`src/rtl/hazard_ctrl_if.sv`:
```
// Hazard controller bus: ID/EX hazard inputs, EX resolution, debug requests
// and the pipeline enable/flush/bubble controls returned to the datapath.
interface hazard_ctrl_if #(
  parameter int unsigned CNT_BITS = 16
);
  logic [4:0]          i_id_rs;
  logic [4:0]          i_id_rt;
  logic                i_id_use_rs;
  logic                i_id_use_rt;
  logic                i_id_halt;
  logic [4:0]          i_idex_rt;
  logic                i_idex_mem_op;
  logic                i_idex_mem_type;
  logic                i_ex_branch_taken;
  logic                i_ex_jump;
  logic                i_mem_busy;
  logic                i_resume;
  logic                o_pc_write;
  logic                o_ifid_write;
  logic                o_ifid_flush;
  logic                o_idex_bubble;
  logic                o_halted;
  logic [1:0]          o_state;
  logic [CNT_BITS-1:0] o_stall_cnt;

  modport slave (
    input  i_id_rs, i_id_rt, i_id_use_rs, i_id_use_rt, i_id_halt,
    input  i_idex_rt, i_idex_mem_op, i_idex_mem_type,
    input  i_ex_branch_taken, i_ex_jump, i_mem_busy, i_resume,
    output o_pc_write, o_ifid_write, o_ifid_flush, o_idex_bubble,
    output o_halted, o_state, o_stall_cnt
  );

  modport master (
    output i_id_rs, i_id_rt, i_id_use_rs, i_id_use_rt, i_id_halt,
    output i_idex_rt, i_idex_mem_op, i_idex_mem_type,
    output i_ex_branch_taken, i_ex_jump, i_mem_busy, i_resume,
    input  o_pc_write, o_ifid_write, o_ifid_flush, o_idex_bubble,
    input  o_halted, o_state, o_stall_cnt
  );
endinterface

```
`src/rtl/hazard_ctrl.sv`:
```
// Stall/flush/bubble controller for the 5-stage core: load-use and branch
// hazards, the halt drain sequence and a saturating stall-cycle counter.
module hazard_ctrl #(
  parameter int unsigned DRAIN_CYCLES = 3,
  parameter int unsigned CNT_BITS     = 16
) (
  input  logic         i_clk,
  input  logic         i_rst,
  hazard_ctrl_if.slave bus
);

  typedef enum logic [1:0] {
    ST_RUN    = 2'd0,
    ST_DRAIN  = 2'd1,
    ST_HALTED = 2'd2,
    ST_BAD    = 2'd3
  } state_e;

  state_e              state_q, state_d;
  logic [3:0]          drain_q, drain_d;
  logic [CNT_BITS-1:0] stall_cnt_q, stall_cnt_d;

  logic taken_s;
  logic lu_s;
  logic pc_write_s;
  logic ifid_write_s;
  logic flush_s;
  logic bubble_s;

  assign taken_s = bus.i_ex_branch_taken | bus.i_ex_jump;
  assign lu_s    = bus.i_idex_mem_op & bus.i_idex_mem_type & (bus.i_idex_rt != 5'd0) &
                   ((bus.i_id_use_rs & (bus.i_id_rs == bus.i_idex_rt)) |
                    (bus.i_id_use_rt & (bus.i_id_rt == bus.i_idex_rt)));

  // Next-state and Mealy pipeline controls.
  always_comb begin
    state_d      = state_q;
    drain_d      = drain_q;
    pc_write_s   = 1'b1;
    ifid_write_s = 1'b1;
    flush_s      = 1'b0;
    bubble_s     = 1'b0;
    case (state_q)
      ST_RUN: begin
        if (bus.i_mem_busy) begin
          pc_write_s   = 1'b0;
          ifid_write_s = 1'b0;
        end else if (taken_s) begin
          flush_s  = 1'b1;
          bubble_s = 1'b1;
        end else if (bus.i_id_halt) begin
          pc_write_s   = 1'b0;
          ifid_write_s = 1'b0;
          bubble_s     = 1'b1;
          drain_d      = 4'd1;
          state_d      = ST_DRAIN;
        end else if (lu_s) begin
          pc_write_s   = 1'b0;
          ifid_write_s = 1'b0;
          bubble_s     = 1'b1;
        end else begin
          state_d = ST_RUN;
        end
      end
      ST_DRAIN: begin
        if (bus.i_mem_busy) begin
          pc_write_s   = 1'b0;
          ifid_write_s = 1'b0;
        end else if (taken_s) begin
          // The halt being drained sat on the wrong path.
          flush_s  = 1'b1;
          bubble_s = 1'b1;
          drain_d  = 4'd0;
          state_d  = ST_RUN;
        end else begin
          pc_write_s   = 1'b0;
          ifid_write_s = 1'b0;
          bubble_s     = 1'b1;
          if (drain_q == 4'(DRAIN_CYCLES)) begin
            drain_d = 4'd0;
            state_d = ST_HALTED;
          end else begin
            drain_d = drain_q + 4'd1;
          end
        end
      end
      ST_HALTED: begin
        bubble_s = 1'b1;
        if (bus.i_resume) begin
          flush_s = 1'b1;
          state_d = ST_RUN;
        end else begin
          pc_write_s   = 1'b0;
          ifid_write_s = 1'b0;
        end
      end
      default: begin
        drain_d = 4'd0;
        state_d = ST_RUN;
      end
    endcase
  end

  // Stall cycles outside HALTED, saturating at all-ones.
  always_comb begin
    if (!pc_write_s && (state_q != ST_HALTED) && (stall_cnt_q != {CNT_BITS{1'b1}})) begin
      stall_cnt_d = stall_cnt_q + CNT_BITS'(1);
    end else begin
      stall_cnt_d = stall_cnt_q;
    end
  end

  // State, drain counter and stall counter registers.
  always_ff @(posedge i_clk or negedge i_rst) begin
    if (!i_rst) begin
      state_q     <= ST_RUN;
      drain_q     <= 4'd0;
      stall_cnt_q <= {CNT_BITS{1'b0}};
    end else begin
      state_q     <= state_d;
      drain_q     <= drain_d;
      stall_cnt_q <= stall_cnt_d;
    end
  end

  // Controls are held inactive for the whole reset interval.
  assign bus.o_pc_write    = i_rst & pc_write_s;
  assign bus.o_ifid_write  = i_rst & ifid_write_s;
  assign bus.o_ifid_flush  = i_rst & flush_s;
  assign bus.o_idex_bubble = i_rst & bubble_s;
  assign bus.o_halted      = (state_q == ST_HALTED);
  assign bus.o_state       = state_q;
  assign bus.o_stall_cnt   = stall_cnt_q;

endmodule

```
`src/flat_wrapper.sv`:
```
// flat-port wrapper written by rule: the top's interface ports become plain ports
module hazard_ctrl_flat 
#(
  parameter int unsigned DRAIN_CYCLES = 3,
  parameter int unsigned CNT_BITS     = 16
)
  (i_clk, i_rst, bus_i_id_rs, bus_i_id_rt, bus_i_id_use_rs, bus_i_id_use_rt, bus_i_id_halt, bus_i_idex_rt, bus_i_idex_mem_op, bus_i_idex_mem_type, bus_i_ex_branch_taken, bus_i_ex_jump, bus_i_mem_busy, bus_i_resume, bus_o_pc_write, bus_o_ifid_write, bus_o_ifid_flush, bus_o_idex_bubble, bus_o_halted, bus_o_state, bus_o_stall_cnt);
  hazard_ctrl_if #(.CNT_BITS(CNT_BITS)) bus_i ();
  input  logic i_clk;
  input  logic i_rst;
  input wire logic [$bits(bus_i.i_id_rs)-1:0] bus_i_id_rs;
  input wire logic [$bits(bus_i.i_id_rt)-1:0] bus_i_id_rt;
  input wire logic [$bits(bus_i.i_id_use_rs)-1:0] bus_i_id_use_rs;
  input wire logic [$bits(bus_i.i_id_use_rt)-1:0] bus_i_id_use_rt;
  input wire logic [$bits(bus_i.i_id_halt)-1:0] bus_i_id_halt;
  input wire logic [$bits(bus_i.i_idex_rt)-1:0] bus_i_idex_rt;
  input wire logic [$bits(bus_i.i_idex_mem_op)-1:0] bus_i_idex_mem_op;
  input wire logic [$bits(bus_i.i_idex_mem_type)-1:0] bus_i_idex_mem_type;
  input wire logic [$bits(bus_i.i_ex_branch_taken)-1:0] bus_i_ex_branch_taken;
  input wire logic [$bits(bus_i.i_ex_jump)-1:0] bus_i_ex_jump;
  input wire logic [$bits(bus_i.i_mem_busy)-1:0] bus_i_mem_busy;
  input wire logic [$bits(bus_i.i_resume)-1:0] bus_i_resume;
  output wire logic [$bits(bus_i.o_pc_write)-1:0] bus_o_pc_write;
  output wire logic [$bits(bus_i.o_ifid_write)-1:0] bus_o_ifid_write;
  output wire logic [$bits(bus_i.o_ifid_flush)-1:0] bus_o_ifid_flush;
  output wire logic [$bits(bus_i.o_idex_bubble)-1:0] bus_o_idex_bubble;
  output wire logic [$bits(bus_i.o_halted)-1:0] bus_o_halted;
  output wire logic [$bits(bus_i.o_state)-1:0] bus_o_state;
  output wire logic [$bits(bus_i.o_stall_cnt)-1:0] bus_o_stall_cnt;
  assign bus_i.i_id_rs = bus_i_id_rs;
  assign bus_i.i_id_rt = bus_i_id_rt;
  assign bus_i.i_id_use_rs = bus_i_id_use_rs;
  assign bus_i.i_id_use_rt = bus_i_id_use_rt;
  assign bus_i.i_id_halt = bus_i_id_halt;
  assign bus_i.i_idex_rt = bus_i_idex_rt;
  assign bus_i.i_idex_mem_op = bus_i_idex_mem_op;
  assign bus_i.i_idex_mem_type = bus_i_idex_mem_type;
  assign bus_i.i_ex_branch_taken = bus_i_ex_branch_taken;
  assign bus_i.i_ex_jump = bus_i_ex_jump;
  assign bus_i.i_mem_busy = bus_i_mem_busy;
  assign bus_i.i_resume = bus_i_resume;
  assign bus_o_pc_write = bus_i.o_pc_write;
  assign bus_o_ifid_write = bus_i.o_ifid_write;
  assign bus_o_ifid_flush = bus_i.o_ifid_flush;
  assign bus_o_idex_bubble = bus_i.o_idex_bubble;
  assign bus_o_halted = bus_i.o_halted;
  assign bus_o_state = bus_i.o_state;
  assign bus_o_stall_cnt = bus_i.o_stall_cnt;
  hazard_ctrl #(.DRAIN_CYCLES(DRAIN_CYCLES), .CNT_BITS(CNT_BITS)) u_core (.i_clk(i_clk), .i_rst(i_rst), .bus(bus_i));
endmodule
```
`config.mk`:
```
export PLATFORM = sky130hd
export DESIGN_NAME = hazard_ctrl_flat
export DESIGN_NICKNAME = d
export VERILOG_FILES = /design/src/rtl/hazard_ctrl_if.sv /design/src/rtl/hazard_ctrl.sv /design/src/flat_wrapper.sv
export SDC_FILE = /design/constraint.sdc
export NUM_CORES = 1
export LEC_CHECK = 0
export BUFFER_PORTS_ARGS = -buffer_cell sky130_fd_sc_hd__buf_2
export CORE_MARGIN = 10
export CORE_UTILIZATION = 41
export DETAILED_ROUTE_END_ITERATION = 10
export PLACE_DENSITY = 0.74
export SYNTH_ARGS = -nofsm -noshare
export SYNTH_HDL_FRONTEND = slang
export SYNTH_SLANG_ARGS = --single-unit
```
`constraint.sdc`:
```
create_clock -name i_clk -period 4.48 [get_ports i_clk]
set_input_delay 0 -clock i_clk [delete_from_list [all_inputs] [get_ports i_clk]]
set_output_delay 0 -clock i_clk [all_outputs]
set_load 0.1 [all_outputs]
```
After elaboration in Yosys (flattened, before gate mapping)

Cells that the tools add are included.

Bits in registers: 22
Input bits: 26
Logic and storage cells: 69

$add $sub $neg: 2
Equal/unequal tests: 14
Multiplexer cells: 31
Bitwise logic cells: 11
Reduce and logical (&&, ||, !) cells: 8

Operator list:

| cell                                                                    | number |
|---|---|
| 4-bit 2-to-1 mux                                                        | 6 |
| 16-bit by 1-bit adder with 16-bit output, second input constant         | 1 |
| 2-bit 2-to-1 mux                                                        | 8 |
| 16-bit inequality test, second input constant                           | 1 |
| 1-bit 2-to-1 mux                                                        | 12 |
| 2-bit inequality test, second input constant                            | 6 |
| 4-bit case mux with 3 select lines                                      | 1 |
| 5-bit == test                                                           | 2 |
| 1-bit bitwise AND                                                       | 8 |
| 1-bit case mux with 3 select lines                                      | 2 |
| 2-bit case mux with 3 select lines                                      | 1 |
| 6-bit AND reduction                                                     | 1 |
| 5-bit AND reduction                                                     | 1 |
| 5-bit nonzero test                                                      | 1 |
| 4-bit by 1-bit adder with 4-bit output, second input constant           | 1 |
| 4-bit by 2-bit == test with 1-bit output, second input constant         | 1 |
| 3-bit by 1-bit inequality test with 1-bit output, second input constant | 1 |
| 3-bit inequality test, second input constant                            | 1 |
| 2-bit by 1-bit == test with 1-bit output, second input constant         | 1 |
| 2-bit == test, second input constant                                    | 1 |
| 1-bit logical AND                                                       | 2 |
| 2-bit logical NOT                                                       | 1 |
| 1-bit bitwise OR                                                        | 2 |
| 1-bit case mux with 2 select lines                                      | 1 |
| 3 further kinds                                                         | 3 |

Longest topological paths before layout

Depth in word-level cells: 12
Mapped depth: 8
Depth with buffers taken out: 7

Worst setup path after synthesis

No wires, ideal clock.

Kind: register to output
Start point: register u_core.state_q[0], in the netlist u_core.bus.o_state[0]
End point: output port bus_o_pc_write
Arrival: 4,705 ps
Data required time: 4,480 ps
Slack: -225 ps
Stages on the path, launching flop included: 7
Path through: dfrtp_1 > or2_1 > and2_1 > o31a_1 > buf_2 > nor3b_1 > buf_4

Cells in the longest elaborated chain, start to end: 3
Elaborated cells on any way between the ends: 5

Ends and longest elaborated chain:

| what                                        | line               | source |
|---|---|---|
| start: declaration                          | hazard_ctrl.sv:19  | `state_e state_q, state_d;` |
| start signal: assignment                    | hazard_ctrl.sv:120 | `state_q <= state_d;` |
| 2-bit == test, or another cell as far along | n/a                |  |
| 1-bit case mux with 3 select lines *        | n/a                |  |
| 1-bit bitwise AND *                         | n/a                |  |
| end: declaration                            | flat_wrapper.sv:23 | `output wire logic [$bits(bus_i.o_pc_write)-1:0] bus_o_pc_write;` |

Every way passes the cells marked *; elsewhere a longest branch is shown, timed or not.

Final worst setup path

Start point: register u_core.state_q[0], in the netlist u_core.bus.o_state[0]
End point: output port bus_o_ifid_write

Cells in the longest elaborated chain, start to end: 3
Elaborated cells on any way between the ends: 5

Ends and longest elaborated chain:

| what                                        | line               | source |
|---|---|---|
| 2-bit == test, or another cell as far along | hazard_ctrl.sv:43  | `case (state_q)` |
| 1-bit case mux with 3 select lines *        | hazard_ctrl.sv:43  |  |
| 1-bit bitwise AND *                         | hazard_ctrl.sv:128 | `assign bus.o_ifid_write = i_rst & ifid_write_s;` |
| end: declaration                            | flat_wrapper.sv:24 | `output wire logic [$bits(bus_i.o_ifid_write)-1:0] bus_o_ifid_write;` |

Marks and branches as above.

==> impl_table.tex <==
\begin{tabular}{lr}
\hline
Metric & Value \\
\hline
\multicolumn{2}{l}{\textbf{Yosys}} \\
\quad Fraction of synthesized cell area taken by the top area cell type & 38.46\% \\
\quad Sequential share of the synthesized area & 38.46\% \\
\quad Post-Synthesis Cell Area & 1431 sq um \\
\quad Synth area leaders & sky130\_fd\_sc\_hd\_\_dfrtp\_1 (38\%), sky130\_fd\_sc\_hd\_\_xnor2\_1 (10\%), sky130\_fd\_sc\_hd\_\_o211ai\_2 (8.7\%), sky130\_fd\_sc\_hd\_\_xor2\_1 (4.9\%), sky130\_fd\_sc\_hd\_\_nor2\_1 (3.7\%) \\
\quad Number of enable flip-flop cells after synthesis & 0 \\
\quad Share of async-settable or async-resettable flops after synthesis & 100.0\% \\
\quad Synthesis Warnings & 0 \\
\quad Mean post-synth cell area & 9.872 sq um \\
\quad Gate count of the mapped netlist & 145 \\
\quad Number of different library cells in the post-synthesis netlist & 44 \\
\quad Post-synthesis register bit count & 22 \\
\quad Nets in the synthesized netlist & 173 \\
\quad Most used flip-flop cell after synthesis & sky130\_fd\_sc\_hd\_\_dfrtp\_1 \\
\quad Largest area contributor in the synthesized netlist & sky130\_fd\_sc\_hd\_\_dfrtp\_1 \\
\multicolumn{2}{l}{\textbf{Drt}} \\
\quad Detailed Route WL & 3502 microns \\
\quad DRT antenna net count & 0 \\
\quad Vias per std cell & 5.257 \\
\quad Detailed-routing iteration count for the pre-antenna-repair pass & 5 \\
\quad DRT iter0 DRCs & 97 \\
\quad Count of vias placed by the detailed router & 1267 \\
\quad Remaining DRCs & 0 \\
\quad Detail-routed net length per standard cell & 14.53 microns \\
\multicolumn{2}{l}{\textbf{Setup path}} \\
\quad R2R Setup Slk & 2.04 ns \\
\quad Type of destination of the critical path & primary output \\
\quad Kind of critical path & reg2out \\
\quad Chain of cells forming the critical path & or2\_1 > and2\_1 > o31a\_1 > nor3b\_2 > buf\_2 \\
\quad Data required time of the worst path & 4.48 ns \\
\quad Data arrival time of the critical path & 2.44 ns \\
\quad Beginning of the worst register-to-register path & u\_core.bus.o\_stall\_cnt[0] \\
\quad Cell depth of the worst flop-to-flop path & 7 \\
\quad Delay of the slowest critical-path stage & 0.49 ns \\
\quad Crit-path max FO & 15 \\
\quad Kind of launch point of the worst setup path & register \\
\quad Master of the slowest instance on the critical path & sky130\_fd\_sc\_hd\_\_o31a\_1 \\
\quad Worst setup path start & u\_core.bus.o\_state[0] \\
\quad Reg-to-Reg End & u\_core.bus.o\_stall\_cnt[1] \\
\quad Critical path capture point & bus\_o\_ifid\_write \\
\multicolumn{2}{l}{\textbf{GRT}} \\
\quad Wire length of the first global-routing pass & 6092 microns \\
\quad Global-route congestion overflow total & 0 \\
\quad Initial antenna violation count & 0 \\
\quad Number of global-route vias before repair & 1384 \\
\quad Global routing usage summed across all routing layers & 11.57\% \\
\quad Maximum number of pins on one net before global-route repair & 26 \\
\multicolumn{2}{l}{\textbf{Die}} \\
\quad Area of the die & 6254 sq um \\
\quad Core Region & 3363 sq um \\
\quad Number of cell rows & 21 \\
\quad Die X & 79.09 microns \\
\quad Overall die height & 79.09 microns \\
\quad Initial core utilization & 42.56\% \\
\quad Boundary pin count & 49 \\
\multicolumn{2}{l}{\textbf{Run status}} \\
\quad Result of the run & complete, no violations \\
\multicolumn{2}{l}{\textbf{Placed design}} \\
\quad Sum of net half-perimeters after detailed placement & 2767 microns \\
\quad IO buf count & 48 \\
\quad Global placer's final weighted congestion & 0.7562 \\
\quad Cell count after placement & 234 \\
\multicolumn{2}{l}{\textbf{Timing}} \\
\quad Setup repair after global routing missed its margin & false \\
\quad Number of pins with negative max-slew slack in the final report & 0 \\
\quad Worst clock skew & 0.0006595 ns \\
\quad Normalized max-slew margin & 42.38\% \\
\quad Endpoints failing setup & 0 \\
\quad Fmax & 0.4097 GHz \\
\quad Slew at the pin closest to its max-slew limit & 0.8644 ns \\
\quad Final Critical Period & 2.441 ns \\
\quad Total negative setup slack & 0 ns \\
\quad Hold violation count in the final report & 0 \\
\quad Share of the clock period used by the worst path & 54.48\% \\
\multicolumn{2}{l}{\textbf{CTS}} \\
\quad CTS Root Cell & sky130\_fd\_sc\_hd\_\_clkbuf\_4 \\
\quad Clock transition at the register clock pins on the worst setup and hold paths after CTS & 0.12 ns \\
\quad Postcts setup bufs & 0 \\
\quad Post-CTS Resized & 0 \\
\quad Source-to-sink clock delay at the later pin of the worst-skew pair & 0.31 ns \\
\quad Number of levels the H-tree was split into & 1 \\
\quad Maximum buffer depth of the clock tree & 2 \\
\quad Num CTS Buffers & 3 \\
\quad Sinks on the clock net & 22 \\
\quad CTS tree & built \\
\multicolumn{2}{l}{\textbf{Final layout}} \\
\quad Number of antenna diodes & 0 \\
\quad Fillers & 350 \\
\quad Number of nets in the finished design & 224 \\
\quad Non-filler instance count after layout & 241 \\
\quad Fraction of layout cells with a size suffix above 1 & 34.36\% \\
\quad Sequential cell area & 550.5 sq um \\
\quad Area taken by multi-input logic gates & 842.1 sq um \\
\quad Area growth syn-to-layout & 23.51\% \\
\multicolumn{2}{l}{\textbf{Pwr}} \\
\quad Cell Pwr Density & 533.5 nW/um\^{}2 \\
\quad Leakage power & 0.7973 nW \\
\quad Max rail drop VDD & 0.2945 mV \\
\multicolumn{2}{l}{\textbf{Worst hold path}} \\
\quad Class of the worst hold path & in2reg \\
\multicolumn{2}{l}{\textbf{Flow run}} \\
\quad Reported max-cap violation count & 0 \\
\hline
\end{tabular}
registers in the layout, indices dropped and copies added, names as in the netlist:
| name | flops |
|---|---|
| u_core.bus.o_stall_cnt | 16 |
| u_core.drain_q | 4 |
| u_core.bus.o_state | 2 |
through the flow:
| stage | hold WS [ns] | util, % | cell area (sq um) | total power [W] | setup WS, ns |
|---|---|---|---|---|---|
| 6_report | 0.09351 | 52.57 | 1768 | 0.0009432 | 2.039 |
| 5_1_grt | 0.1284 | 52.57 | 1768 | 0.0009941 | 1.872 |
| 4_1_cts | 0.07872 | 52.57 | 1768 | 0.0009513 | 2.028 |
| 3_5_place_dp | 0.006428 | 50.60 | 1702 | 0.0008332 | 2.107 |
| 3_3_place_gp | 0.005136 | 50.60 | 1702 | 0.0008252 | 2.184 |
| 2_1_floorplan | -0.2956 | - | 1436 | 0.0007331 | 0.8937 |
cell usage in the layout (no fill, tap or decap), types with 3 or more instances in the layout:
cell	instances
sky130_fd_sc_hd__o21ai_0	6
sky130_fd_sc_hd__nand3_1	5
sky130_fd_sc_hd__xor2_1	8
sky130_fd_sc_hd__dlygate4sd3_1	3
sky130_fd_sc_hd__xnor2_1	17
sky130_fd_sc_hd__nor2_1	14
sky130_fd_sc_hd__o211ai_2	10
sky130_fd_sc_hd__nand2_1	9
sky130_fd_sc_hd__clkbuf_4	3
sky130_fd_sc_hd__buf_2	48
sky130_fd_sc_hd__and3_1	5
sky130_fd_sc_hd__dfrtp_1	22
sky130_fd_sc_hd__inv_1	3
worst max-delay path: cells and delay by family, from the launching register on:
kind                   cells  cell delay (ns)
buffers and inverters      1             0.45
flip-flops                 1             0.47
AO/OA/AOI/OAI              1             0.49
AND/OR/NAND/NOR            3             0.71
worst min-delay path by stage:
stage	cells after the start	start	slack, ns	endpoint
floorplan	0	i_rst	-0.30	u_core.bus.o_stall_cnt[0]
global placement	1	i_rst	0.005	u_core.bus.o_stall_cnt[5]
detailed placement	1	i_rst	0.006	u_core.bus.o_stall_cnt[4]
CTS	4	bus_i_mem_busy	0.08	u_core.bus.o_state[0]
global route	4	bus_i_id_halt	0.13	u_core.bus.o_state[0]
finish	4	bus_i_mem_busy	0.09	u_core.bus.o_state[0]
area by class of cell:
cell class | instances | area share [%]
inverters | 3 | 0.6369
repair buffers | 51 | 15.29
well taps | 46 | 3.255
clock buffers | 4 | 2.052
multi-input cells | 115 | 47.63
flip-flops and latches | 22 | 31.14
what timing repair did:
action,4_1_cts,5_1_grt
endpoints found under the setup margin,0,0
hold buffers,3,0
hold endpoints to repair,23,0
kinds of logic (layout without fill, tap and decap cells):
family / Yosys count / in the layout / share of synthesized area, %
xor gates and xnor gates: 25 / 25 / 15.30
and+or+nand+nor: 51 / 51 / 18.88
buffers and inverters: 8 / 58 / 3.059
adders and majority gates: 2 / 2 / 1.748
muxes: 2 / 2 / 1.573
DFF: 22 / 22 / 38.46
AOI/OAI and AO/OA: 35 / 35 / 20.98
report_power, final:
part	total, W	internal (W)	switching (W)
sequential	0.000298	0.000242	0.0000559
clock	0.000112	0.0000496	0.0000621
combinational	0.000533	0.000115	0.000418
total	0.000943	0.000407	0.000536
metal layers:
| metal | up-vias | wire [microns] | global-route usage [%] |
|---|---|---|---|
| met5 | - | 0 | 0 |
| met4 | 0 | 55 | 4.301 |
| met3 | 5 | 259 | 4.054 |
| met2 | 38 | 1711 | 19.25 |
| met1 | 600 | 1476 | 13.35 |
| li1 | 624 | - | - |
synth_stat cells, types with 2 or more instances:
cell type and count:
sky130_fd_sc_hd__nor3_1 2, sky130_fd_sc_hd__nand2_1 9, sky130_fd_sc_hd__ha_1 2, sky130_fd_sc_hd__and4_1 2, sky130_fd_sc_hd__a21oi_1 2, sky130_fd_sc_hd__o2111ai_1 2, sky130_fd_sc_hd__o21ai_0 6, sky130_fd_sc_hd__xnor2_1 17
sky130_fd_sc_hd__and3_1 5, sky130_fd_sc_hd__o31ai_1 2, sky130_fd_sc_hd__o22ai_1 2, sky130_fd_sc_hd__dfrtp_1 22, sky130_fd_sc_hd__nor4_1 2, sky130_fd_sc_hd__nor2_1 14, sky130_fd_sc_hd__nand3_1 5, sky130_fd_sc_hd__o211ai_2 10
sky130_fd_sc_hd__xor2_1 8, sky130_fd_sc_hd__or2_1 2, sky130_fd_sc_hd__nor2b_1 2, sky130_fd_sc_hd__inv_1 3, sky130_fd_sc_hd__o211ai_1 2, sky130_fd_sc_hd__buf_2 2
(Power assumes the default switching activity.)
